--- config.mk ---
export PLATFORM = sky130hd
export DESIGN_NAME = calc_button_conditioner
export DESIGN_NICKNAME = d
export VERILOG_FILES = /design/src/rtl/calc_pkg.sv /design/src/rtl/calc_btn_debounce.sv /design/src/rtl/calc_button_conditioner.sv
export SDC_FILE = /design/constraint.sdc
export NUM_CORES = 1
export LEC_CHECK = 0
export CAP_MARGIN = 20
export CORE_MARGIN = 1.5
export CORE_UTILIZATION = 37
export DETAILED_ROUTE_END_ITERATION = 12
export GPL_TIMING_DRIVEN = 0
export PLACE_DENSITY = 0.62
export SYNTH_ARGS = -nofsm -noshare
export SYNTH_HDL_FRONTEND = slang
export SYNTH_SLANG_ARGS = --single-unit
--- constraint.sdc ---
create_clock -name clk -period 2.5 [get_ports clk]
set_input_delay 0.375 -clock clk [delete_from_list [all_inputs] [get_ports clk]]
set_output_delay 0.375 -clock clk [all_outputs]
set_load 0.05 [all_outputs]
--- src/rtl/calc_pkg.sv ---
// Shared constants for the calculator button front end: button indices and
// debounce FSM state encodings.
package calc_pkg;

  localparam int BTN_B1 = 0;
  localparam int BTN_B2 = 1;
  localparam int BTN_EQ = 2;
  localparam int BTN_OP = 3;

  localparam logic [1:0] ST_IDLE         = 2'd0;
  localparam logic [1:0] ST_PRESS_WAIT   = 2'd1;
  localparam logic [1:0] ST_HELD         = 2'd2;
  localparam logic [1:0] ST_RELEASE_WAIT = 2'd3;

  function automatic int max3(input int a, input int b, input int c);
    int m;
    m = (a > b) ? a : b;
    return (m > c) ? m : c;
  endfunction

endpackage

--- src/rtl/calc_btn_debounce.sv ---
// One push button: 2-flop synchronizer, debounce FSM and counters.
// Auto-repeat while held is built only when CALC_BTN_AUTOREPEAT_EN is defined.
module calc_btn_debounce
  import calc_pkg::*;
#(
  parameter int DEBOUNCE_CYCLES = 16,
  parameter int CNT_W           = 8,
  parameter int REPEAT_DELAY    = 64,
  parameter int REPEAT_PERIOD   = 16
) (
  input  logic       clk,
  input  logic       rst,
  input  logic       raw,
  output logic       level,
  output logic       press,
  output logic       rel,
  output logic [1:0] state
);

  // The counter never needs to count past the largest configured interval.
  localparam int               CNT_NEED = max3(DEBOUNCE_CYCLES, REPEAT_DELAY, REPEAT_PERIOD);
  localparam logic [CNT_W-1:0] CNT_LIM  = CNT_W'(CNT_NEED);
  localparam logic [CNT_W-1:0] CNT_ONE  = CNT_W'(1);
  localparam logic [CNT_W-1:0] DEB_LAST = CNT_W'(DEBOUNCE_CYCLES - 1);

  logic             sync1;
  logic             sync2;
  logic [1:0]       st;
  logic [CNT_W-1:0] cnt;
  logic [CNT_W-1:0] cnt_inc;
  logic             cnt_done;
  logic             repeat_hit;

  assign cnt_inc  = (cnt >= CNT_LIM) ? cnt : cnt + 1'b1;
  assign cnt_done = (cnt == DEB_LAST);
  assign state    = st;

  always_ff @(posedge clk or posedge rst) begin
    if (rst) begin
      sync1 <= 1'b0;
      sync2 <= 1'b0;
    end else begin
      sync1 <= raw;
      sync2 <= sync1;
    end
  end

  always_ff @(posedge clk or posedge rst) begin
    if (rst) begin
      st    <= ST_IDLE;
      cnt   <= '0;
      level <= 1'b0;
      press <= 1'b0;
      rel   <= 1'b0;
    end else begin
      press <= 1'b0;
      rel   <= 1'b0;
      case (st)
        ST_IDLE: begin
          if (sync2) begin
            st  <= ST_PRESS_WAIT;
            cnt <= CNT_ONE;
          end
        end
        ST_PRESS_WAIT: begin
          if (!sync2) begin
            st  <= ST_IDLE;
            cnt <= '0;
          end else if (cnt_done) begin
            st    <= ST_HELD;
            cnt   <= '0;
            level <= 1'b1;
            press <= 1'b1;
          end else begin
            cnt <= cnt_inc;
          end
        end
        ST_HELD: begin
          if (!sync2) begin
            st  <= ST_RELEASE_WAIT;
            cnt <= CNT_ONE;
          end else begin
            press <= repeat_hit;
          end
        end
        ST_RELEASE_WAIT: begin
          // A bounce back to pressed returns to HELD silently; level never dropped.
          if (sync2) begin
            st  <= ST_HELD;
            cnt <= '0;
          end else if (cnt_done) begin
            st    <= ST_IDLE;
            cnt   <= '0;
            level <= 1'b0;
            rel   <= 1'b1;
          end else begin
            cnt <= cnt_inc;
          end
        end
        default: begin
          st  <= ST_IDLE;
          cnt <= '0;
        end
      endcase
    end
  end

`ifdef CALC_BTN_AUTOREPEAT_EN
  localparam logic [CNT_W-1:0] RPT_LAST   = CNT_W'(REPEAT_DELAY - 1);
  localparam logic [CNT_W-1:0] RPT_RELOAD = CNT_W'(REPEAT_DELAY - REPEAT_PERIOD);

  logic [CNT_W-1:0] hold;

  assign repeat_hit = (hold == RPT_LAST);

  // Frozen in RELEASE_WAIT so a bounce back to HELD resumes the cadence.
  always_ff @(posedge clk or posedge rst) begin
    if (rst) begin
      hold <= '0;
    end else if (st == ST_HELD && sync2) begin
      hold <= repeat_hit ? RPT_RELOAD : hold + 1'b1;
    end else if (st == ST_RELEASE_WAIT && !sync2 && cnt_done) begin
      hold <= '0;
    end
  end
`else
  assign repeat_hit = 1'b0;
`endif

endmodule

--- src/rtl/calc_button_conditioner.sv ---
// Calculator button front end: one debouncer per button plus any_press.
// Optional auto-repeat is enabled by defining CALC_BTN_AUTOREPEAT_EN.
module calc_button_conditioner #(
  parameter int N_BTN           = 4,
  parameter int DEBOUNCE_CYCLES = 16,
  parameter int CNT_W           = 8,
  parameter int REPEAT_DELAY    = 64,
  parameter int REPEAT_PERIOD   = 16
) (
  input  logic               clk,
  input  logic               rst,
  input  logic [N_BTN-1:0]   btn_raw,
  output logic [N_BTN-1:0]   btn_level,
  output logic [N_BTN-1:0]   btn_press,
  output logic [N_BTN-1:0]   btn_release,
  output logic               any_press,
  output logic [2*N_BTN-1:0] dbg_state
);

  for (genvar i = 0; i < N_BTN; i++) begin : g_btn
    calc_btn_debounce #(
      .DEBOUNCE_CYCLES(DEBOUNCE_CYCLES),
      .CNT_W          (CNT_W),
      .REPEAT_DELAY   (REPEAT_DELAY),
      .REPEAT_PERIOD  (REPEAT_PERIOD)
    ) u_db (
      .clk  (clk),
      .rst  (rst),
      .raw  (btn_raw[i]),
      .level(btn_level[i]),
      .press(btn_press[i]),
      .rel  (btn_release[i]),
      .state(dbg_state[2*i +: 2])
    );
  end

  assign any_press = |btn_press;

endmodule

Word-level counts from Yosys, hierarchy flattened
Cells that the tools add are included.
Widths: inputs -> output; s select.
{"block": "word_totals", "output_inout_bits": 21, "ram_bits": 0, "register_bits": 60, "wordCells": 201, "n_memories": 0, "rom_bits": 0, "latch_bits": 0, "inputBits": 6}
{"block": "op_classes", "add_sub_neg": 4, "muxes": 96, "n_reduce_logical": 21, "bitwise_logic": 0, "magnitude_cmp": 4, "mul": 0, "shift": 0, "n_div": 0, "n_eq_ne": 48}
{"operator": "$mux 8", "count": 24}
{"operator": "$pmux 8 s4", "count": 4}
{"operator": "$mux 2", "count": 24}
{"operator": "$mux 1", "count": 36}
{"operator": "$add 8x1->8 const B", "count": 4}
{"operator": "$eq 8x4->1 const B", "count": 4}
{"operator": "$ge 8x7->1 const B", "count": 4}
{"operator": "$ne 2x1->1 const B", "count": 16}
{"operator": "$pmux 2 s4", "count": 4}
{"operator": "$reduce_and 5->1", "count": 4}
{"operator": "$eq 2x2->1 const B", "count": 8}
{"operator": "$ne 2x2->1 const B", "count": 8}
{"operator": "$reduce_and 4->1", "count": 4}
{"operator": "$ne 3x1->1 const B", "count": 4}
{"operator": "$ne 3x3->1 const B", "count": 4}
{"operator": "$eq 2x1->1 const B", "count": 4}
{"operator": "$logic_not 2->1", "count": 4}
{"operator": "$pmux 1 s2", "count": 4}
{"operator": "$reduce_and 2->1", "count": 4}
{"operator": "$reduce_bool 2->1", "count": 4}
{"operator": "$reduce_or 4->1", "count": 1}

Depth between registers and ports, before layout
Gate-level depths: netlist of run 1.
{"block": "logic_depth", "word_depth": 5, "depth_mapped": 5, "ltp_nobuf": 5}

Modules after synthesis
Synthesis of run 1 repeated with hierarchy kept, for this count alone.
{"block": "unflattened", "cells_unflattened": 262, "area_unflattened_um2": 2825.2}
{"mod": "calc_btn_debounce at g_btn[0].u_db ...", "n_inst": 2, "seq_area_each_um2": 375.4, "area_per_inst_um2": 700.7, "cells_each": 67}
{"mod": "calc_btn_debounce at g_btn[3].u_db", "n_inst": 1, "seq_area_each_um2": 375.4, "area_per_inst_um2": 716.9, "cells_each": 60}
{"mod": "calc_btn_debounce at g_btn[1].u_db", "n_inst": 1, "seq_area_each_um2": 375.4, "area_per_inst_um2": 699.4, "cells_each": 67}
{"mod": "calc_button_conditioner", "n_inst": 1, "seq_area_each_um2": 0.0, "area_per_inst_um2": 7.5, "cells_each": 1}

Worst setup path after synthesis of run 1
Ideal clock, no wire load.
{"block": "synth_timing", "path_kind": "register to register", "from": "reg (tool-made name)", "to": "reg g_btn[1].u_db.cnt[1]", "required_time_ns": 2.378, "path_slack_ns": 0.756, "arrival_ns": 1.623, "path_buffers": 0, "path_stages_with_launch": 5, "period_less_slack_ns": 1.744, "setup_time_ns": 0.122, "path_cell_list": "dfrtp_1 xnor2_1 nand2b_1 o21ai_0 a32o_1"}
{"item": "end signal: assignment", "line": "calc_btn_debounce.sv:75", "text": "cnt <= cnt_inc;"}
{"item": "end signal: assignment", "line": "calc_btn_debounce.sv:97", "text": "cnt <= cnt_inc;"}
{"item": "end: declaration", "line": "calc_btn_debounce.sv:29", "text": "logic [CNT_W-1:0] cnt;"}

Final worst setup path of run 1
{"block": "layout_timing", "from": "reg g_btn[1].u_db.press", "to": "out any_press"}
{"block": "layout_between", "elab_chain_cells": 1}
{"item": "start: declaration", "line": "calc_btn_debounce.sv:15", "text": "output logic press,"}
{"item": "start signal: assignment", "line": "calc_btn_debounce.sv:83", "text": "press <= repeat_hit;"}
{"item": "$reduce_or 4->1", "line": "calc_button_conditioner.sv:37", "text": "assign any_press = |btn_press;"}
{"item": "end: declaration", "line": "calc_button_conditioner.sv:16", "text": "output logic any_press,"}
No other way between the ends.

==> results of run 1 <==
## flip-flops by register name, indices dropped and copies added, names as in the netlist, named ones only
signal / count
g_btn.u_db.cnt: 32
g_btn.u_db.rel: 4
g_btn.u_db.press: 4
g_btn.u_db.level: 4
g_btn.u_db.state: 4
g_btn.u_db.sync1: 4
g_btn.u_db.sync2: 4
## routing by layer
| layer | vias to the layer above | global-route usage (%) |
|---|---|---|
| met2 | 42 | 21.21 |
| met1 | 1012 | 19.24 |
| met4 | 0 | 8.073 |
| li1 | 1066 | - |
| met5 | - | 0 |
| met3 | 11 | 3.015 |
## power groups by stage
stage,clock network (mW),logic (mW),registers (mW)
floorplan,0,0.403,1.30
global placement,0,0.677,1.21
detailed placement,0,0.689,1.21
CTS,0.768,0.691,1.20
global route,0.817,0.763,1.22
finish,0.747,0.682,1.20
## cell type report
| cell class | count | area, um2 |
|---|---|---|
| Buffer | 15 | 106.4 |
| Clock buffer | 14 | 152.6 |
| Clock inverter | 2 | 10.01 |
| Fill cell | 749 | 4182 |
| Inverter | 10 | 37.54 |
| Multi-Input combinational cell | 190 | 1250 |
| Sequential cell | 60 | 1501 |
| Tap cell | 102 | 127.6 |
| Timing Repair Buffer | 27 | 280.3 |
## worst max path at each step
stage                                  start                               end  slack (ns)  cells past startpoint
2_1_floorplan                            rst                         async pin        0.64                      1
3_3_place_gp                             rst  g_btn[2].u_db.cnt[2]$_DFFE_PP0P_       -0.46                      2
3_5_place_dp   g_btn[1].u_db.press$_DFF_PP0_                         any_press        0.51                      2
4_1_cts        g_btn[1].u_db.press$_DFF_PP0_                         any_press        0.14                      2
5_1_grt        g_btn[1].u_db.press$_DFF_PP0_                         any_press        0.09                      2
6_report       g_btn[1].u_db.press$_DFF_PP0_                         any_press        0.17                      2
## kinds of logic after synthesis
group                      count (synthesis)  synth area share [%]
and+or+nand+nor                           99                 18.97
AOI/OAI and AO/OA                         67                 16.03
DFF                                       60                 51.86
buffers and inverters                     25                 4.969
xor gates and xnor gates                  13                 3.933
muxes                                      7                 2.506
adders and majority gates                  4                 1.729
## stage by stage
step	hold WS, ns	worst slack (ns)
5_1_grt	0.3654	0.08900
3_5_place_dp	0.3347	0.5071
4_1_cts	0.3498	0.1399
3_3_place_gp	0.3318	-0.4630
6_report	0.3492	0.1710
2_1_floorplan	0.3312	0.6403
## layout by cell type, fill, tap and decap left out, types with 8 or more instances in the layout
| master | Yosys | final |
|---|---|---|
| dfrtp_1 | 60 | 60 |
| nand2_1 | 35 | 35 |
| clkdlybuf4s50_1 | 0 | 26 |
| o21ai_0 | 17 | 17 |
| buf_4 | 13 | 13 |
| nor2_1 | 13 | 13 |
| a21oi_1 | 12 | 12 |
| clkbuf_8 | 0 | 10 |
| inv_1 | 10 | 9 |
| a31oi_1 | 8 | 8 |
| o22ai_1 | 8 | 8 |
==> results by group, run 1 <==
Logic synthesis
  • Mapped Nets: 285
  • Top cell type's share of synthesized area: 51.86%
  • Top post-synthesis cells by area: dfrtp_1 52%, nand2_1 4.5%, buf_4 3.4%, o21ai_0 2.9%, xor2_1 2.1%
  • Synth unique cells: 50
  • Area leader, netlist: dfrtp_1
  • Yosys reg bits: 60
  • Sequential fraction of the synthesis area: 51.86%
  • Post-synth EDFFs: 0
  • Gate Count Post-Synth: 275
  • Syn avg cell area: 10.53 um2
  • Synth Cell Area: 2895 um2
  • Async S/R FF share, synth: 100.0%
  • Ys Warns: 0
  • Most common cell in the netlist: dfrtp_1
  • Ys flop type: dfrtp_1
  • Commonest cells in the netlist: 60 x dfrtp_1, 35 x nand2_1, 17 x o21ai_0

Drt
  • M1 wire length: 2.711 mm
  • Initial DRC count: 81
  • Final WL: 5.358 mm
  • Routed length on met3: 169 um
  • Met2 wire length: 2.365 mm
  • Post-DRT Antenna Nets: 0
  • Wirelength per Cell: 12.76 um
  • DR top layer: met4
  • DR vias: 2,131
  • Detailed Routing Iterations Pass 1: 4
  • Vias/cell: 5.074
  • DR DRC count: 0

Layout
  • Final Cell Area: 3466 um2
  • Final Non-Filler Cells: 420
  • Final net count: 323
  • N_diodes: 0
  • Area Growth Syn to Fin: 19.71%
  • Layout cells sized above 1: 13.52%
  • Fin util: 45.32%

Floorplanning
  • Die Wd: 91.46 um
  • Initial Utilization: 37.86%
  • Chip height: 91.46 um
  • I/O pin count: 27
  • Core footprint: 7647 um2
  • Die ar.: 8365 um2
  • Num rows: 32

Worst setup path
  • Setup CP Type: reg2out
  • CP top delay family: buffers and inverters
  • Max stage delay on crit path: 0.71 ns
  • Worst Setup End Kind: output pin
  • Largest fanout on the critical path: 2
  • Slowest cell on crit path: clkdlybuf4s50_1
  • R2r startpoint: g_btn[3].u_db.cnt[0]$_DFFE_PP0P_
  • R2R depth: 5
  • FF-to-FF End: g_btn[3].u_db.level$_DFFE_PP0P_
  • CP required: 2.12 ns
  • Crit-path cells: or4_1 -> clkdlybuf4s50_1
  • Worst setup SP type: flop
  • Crit path buf inv count: 1
  • Worst EP arrival: 1.95 ns
  • R2R setup slack: 0.73 ns

Pwr
  • Int Power: 1.712 mW
  • Logic gate share of total power: 26.0%
  • Pwr/cell area: 757.4 nW/um2
  • Total power: 2.625 mW
  • Power share of the clock group: 28.4%
  • Switching share of power: 34.79%
  • Worst vdd ir: 0.0004638 V
  • Seq pwr share: 45.6%
  • Net Switching: 913.4 uW
  • Leak: 1.514 nW

Global route
  • Number of global-route vias before repair: 2,042
  • Largest net degree at the start of global routing: 32
  • Gr usage total: 14.28%
  • GRT Residual Overflow: 0
  • First-pass GRT wire length: 9.487 mm
  • Initial antenna violation count: 0

Placement
  • Placed cell areas: 3303 um2
  • Placed Cells: 404
  • Half-perimeter wire length after placement: 3.759 mm
  • I/O Buffers: 26
  • RD Place Congestion: 0.8092

STA
  • Final min period: 2.329 ns
  • Fin Setup TNS: 0 ns
  • Slew @ Worst Pin: 0.6906 ns
  • Final Cycle Share: 93.16%
  • Final hold vios: 0
  • RSZ-0062 raised after global routing: false
  • Endpoints failing setup: 0
  • Skew final: 0.005118 ns
  • Slew HR: 53.90%
  • Pins over their slew limit: 0
  • Fmax achieved: 0.4294 GHz

Clocking
  • Htree depth: 3
  • CTS hold repair buffers: 0
  • Post-CTS Setup Bufs: 0
  • Clk sinks: 60
  • Maximum root-to-sink buffer count: 2
  • Post-CTS sizing: 0
  • Clock Tree Root: clkbuf_8
  • Total CTS buffers: 9
  • Clk Latency, worst-skew pair: 0.33 ns
  • CTS tree: done
  • Clock Pin Slew Worst Setup and Hold Paths: 0.06 ns

Run status
  • Status: complete, no violations

Worst hold path
  • Hold path depth: 0
  • Hold_sp: g_btn[1].u_db.sync1$_DFF_PP0_
  • Hold Path Class: reg2reg
  • Worst hold endpoint: g_btn[1].u_db.sync2$_DFF_PP0_

Job
  • Max-Cap Viols: 0
Note: power is estimated with default switching activity, not from simulation.
==> run 2: changes to the inputs <==
--- a/config.mk
+++ b/config.mk
@@ -5,7 +5,6 @@
 export SDC_FILE = /design/constraint.sdc
 export NUM_CORES = 1
 export LEC_CHECK = 0
-export CAP_MARGIN = 20
 export CORE_MARGIN = 1.5
 export CORE_UTILIZATION = 37
 export DETAILED_ROUTE_END_ITERATION = 12
==> results of run 2 <==
Final layout, timing and power as in run 1 (identical DEF).
==> run 3: changes to the inputs <==
--- a/config.mk
+++ b/config.mk
@@ -5,7 +5,7 @@
 export SDC_FILE = /design/constraint.sdc
 export NUM_CORES = 1
 export LEC_CHECK = 0
-export CORE_MARGIN = 1.5
+export CORE_MARGIN = 5
 export CORE_UTILIZATION = 37
 export DETAILED_ROUTE_END_ITERATION = 12
 export GPL_TIMING_DRIVEN = 0
==> run 3 against run 2 <==
Clock skew is 0.0016 ns higher. Sequential power barely moved. Via count increased by 0.84%. Non-clock buffer count is the same. Hold slack worse by 0.0013 ns. First-iteration DRC count rose by 9.9%. Sequential cell count is the same. Routed wire length is 2.9% higher. Clock-buffer cell count shrank 1. Global-route usage fell by 2.2 points.
==> results by group, run 3 (synthesized netlist as in run 1, its figures left out) <==
Run status
  • Status: complete, no violations

Drt
  • Post-DRT Antenna Nets: 0
  • Final WL: 5.511 mm
  • Wirelength per Cell: 13.12 um
  • DR DRC count: 0
  • DR vias: 2,149
  • Detailed Routing Iterations Pass 1: 4
  • Initial DRC count: 89
  • Vias/cell: 5.117

Pwr
  • Pwr/cell area: 794.1 nW/um2
  • Int Power: 1.842 mW
  • Power share of the clock group: 32.1%
  • Switching share of power: 33.86%
  • Logic gate share of total power: 24.9%
  • Leak: 1.526 nW
  • Seq pwr share: 43.1%
  • Total power: 2.785 mW
  • Worst vdd ir: 0.0004388 V
  • Net Switching: 942.8 uW

Clocking
  • Clock Pin Slew Worst Setup and Hold Paths: 0.06 ns
  • Clk Latency, worst-skew pair: 0.33 ns
  • Clk sinks: 60
  • Post-CTS sizing: 0
  • CTS tree: done
  • Maximum root-to-sink buffer count: 2
  • Total CTS buffers: 9
  • CTS hold repair buffers: 0
  • Clock Tree Root: clkbuf_8
  • Htree depth: 3
  • Post-CTS Setup Bufs: 0

Global route
  • GR Util met1: 16.45%
  • First-pass GRT wire length: 9.570 mm
  • Number of global-route vias before repair: 2,090
  • Largest net degree at the start of global routing: 36
  • Initial antenna violation count: 0
  • GRT Residual Overflow: 0
  • Met2 Resource Use GR: 17.99%
  • Global routing usage on met3: 2.972%
  • Gr usage total: 12.08%
  • GRT busiest layer: met2

STA
  • Final hold vios: 0
  • Pins over their slew limit: 0
  • Fmax achieved: 0.4274 GHz
  • Slew HR: 59.20%
  • Skew final: 0.006724 ns
  • Final min period: 2.340 ns
  • Slew @ Worst Pin: 0.6077 ns
  • RSZ-0062 raised after global routing: false
  • Final Cycle Share: 93.59%
  • Fin Setup TNS: 0 ns
  • Endpoints failing setup: 0
  • Hold_ws: 0.3479 ns

Floorplanning
  • Core footprint: 7687 um2
  • Die Wd: 98.46 um
  • I/O pin count: 27
  • Initial Utilization: 37.66%
  • Chip height: 98.46 um
  • Num rows: 32
  • Die ar.: 9694 um2

Worst hold path
  • Hold Path Class: reg2reg

Layout
  • Max reg flops: 32
  • Layout cells sized above 1: 14.15%
  • Final net count: 323
  • Most common cell after layout, fill and taps aside: dfrtp_1
  • Final Non-Filler Cells: 420
  • Area Growth Syn to Fin: 21.13%
  • N_diodes: 0
  • Biggest register: g_btn.u_db.cnt
  • Most frequent cells in the layout: 60 x dfrtp_1, 35 x nand2_1, 26 x clkdlybuf4s50_1, 17 x o21ai_0

Placement
  • Placed Cells: 404
  • I/O Buffers: 26
  • RD Place Congestion: 0.7902
  • Half-perimeter wire length after placement: 3.892 mm

Worst setup path
  • Worst Setup End Kind: output pin
  • CP required: 2.12 ns
  • Crit-path cells: or4_1 -> clkdlybuf4s50_1
  • Setup CP Type: reg2out
  • Slowest cell on crit path: clkdlybuf4s50_1
  • Worst EP arrival: 1.96 ns
  • Worst setup SP type: flop
  • Max stage delay on crit path: 0.71 ns
  • Largest fanout on the critical path: 2

Job
  • Max-Cap Viols: 0
run 3: area by class of cell:
type	instances	area [um2]
Fill cell	749	4180
Sequential cell	60	1501
Multi-Input combinational cell	190	1250
Timing Repair Buffer	27	280.3
Clock buffer	13	158.9
Tap cell	102	127.6
Buffer	15	106.4
Clock inverter	3	45.04
Inverter	10	37.54
run 3: path summary, 6_finish.rpt:
kind | startpoint | slack [ns] | end | cells after the start
hold reg to reg | g_btn[1].u_db.sync1$_DFF_PP0_ | 0.35 | g_btn[1].u_db.sync2$_DFF_PP0_ | 0
hold / removal | g_btn[1].u_db.sync1$_DFF_PP0_ | 0.35 | g_btn[1].u_db.sync2$_DFF_PP0_ | 0
setup reg to reg | g_btn[3].u_db.cnt[0]$_DFFE_PP0P_ | 0.51 | g_btn[3].u_db.level$_DFFE_PP0P_ | 5
max in group asynchronous | rst | 1.50 | g_btn[2].u_db.rel$_DFF_PP0_ | 3
setup / recovery | g_btn[1].u_db.press$_DFF_PP0_ | 0.16 | any_press | 2
min in group asynchronous | rst | 0.41 | g_btn[1].u_db.cnt[2]$_DFFE_PP0P_ | 2
run 3: through the flow:
step / utilization [%] / worst slack [ns] / instance area (um2)
2_1_floorplan: - / 0.6403 / 2895
3_3_place_gp: 42.71 / -0.4629 / 3283
3_5_place_dp: 42.97 / 0.5113 / 3303
4_1_cts: 45.62 / 0.1398 / 3507
5_1_grt: 45.62 / 0.08452 / 3507
6_report: 45.62 / 0.1604 / 3507
run 3: worst max-delay path, delay by kind of cell, from the launching register on:
| kind | cells | cell delay [ns] |
|---|---|---|
| buf+inv | 1 | 0.71 |
| simple gates | 1 | 0.51 |
| flops | 1 | 0.41 |
run 3: power groups by stage:
stage	Clock, mW	Sequential [mW]	Combinational (mW)
finish	0.893	1.20	0.692
global route	0.964	1.22	0.754
CTS	0.922	1.20	0.696
detailed placement	0	1.21	0.695
global placement	0	1.21	0.679
floorplan	0	1.30	0.403
run 3: layer usage:
layer / vias up / share of wire [%]
li1: 1068 / -
met1: 1023 / 48
met2: 49 / 45
met3: 9 / 4.7
met4: 0 / 1.5
met5: - / 0
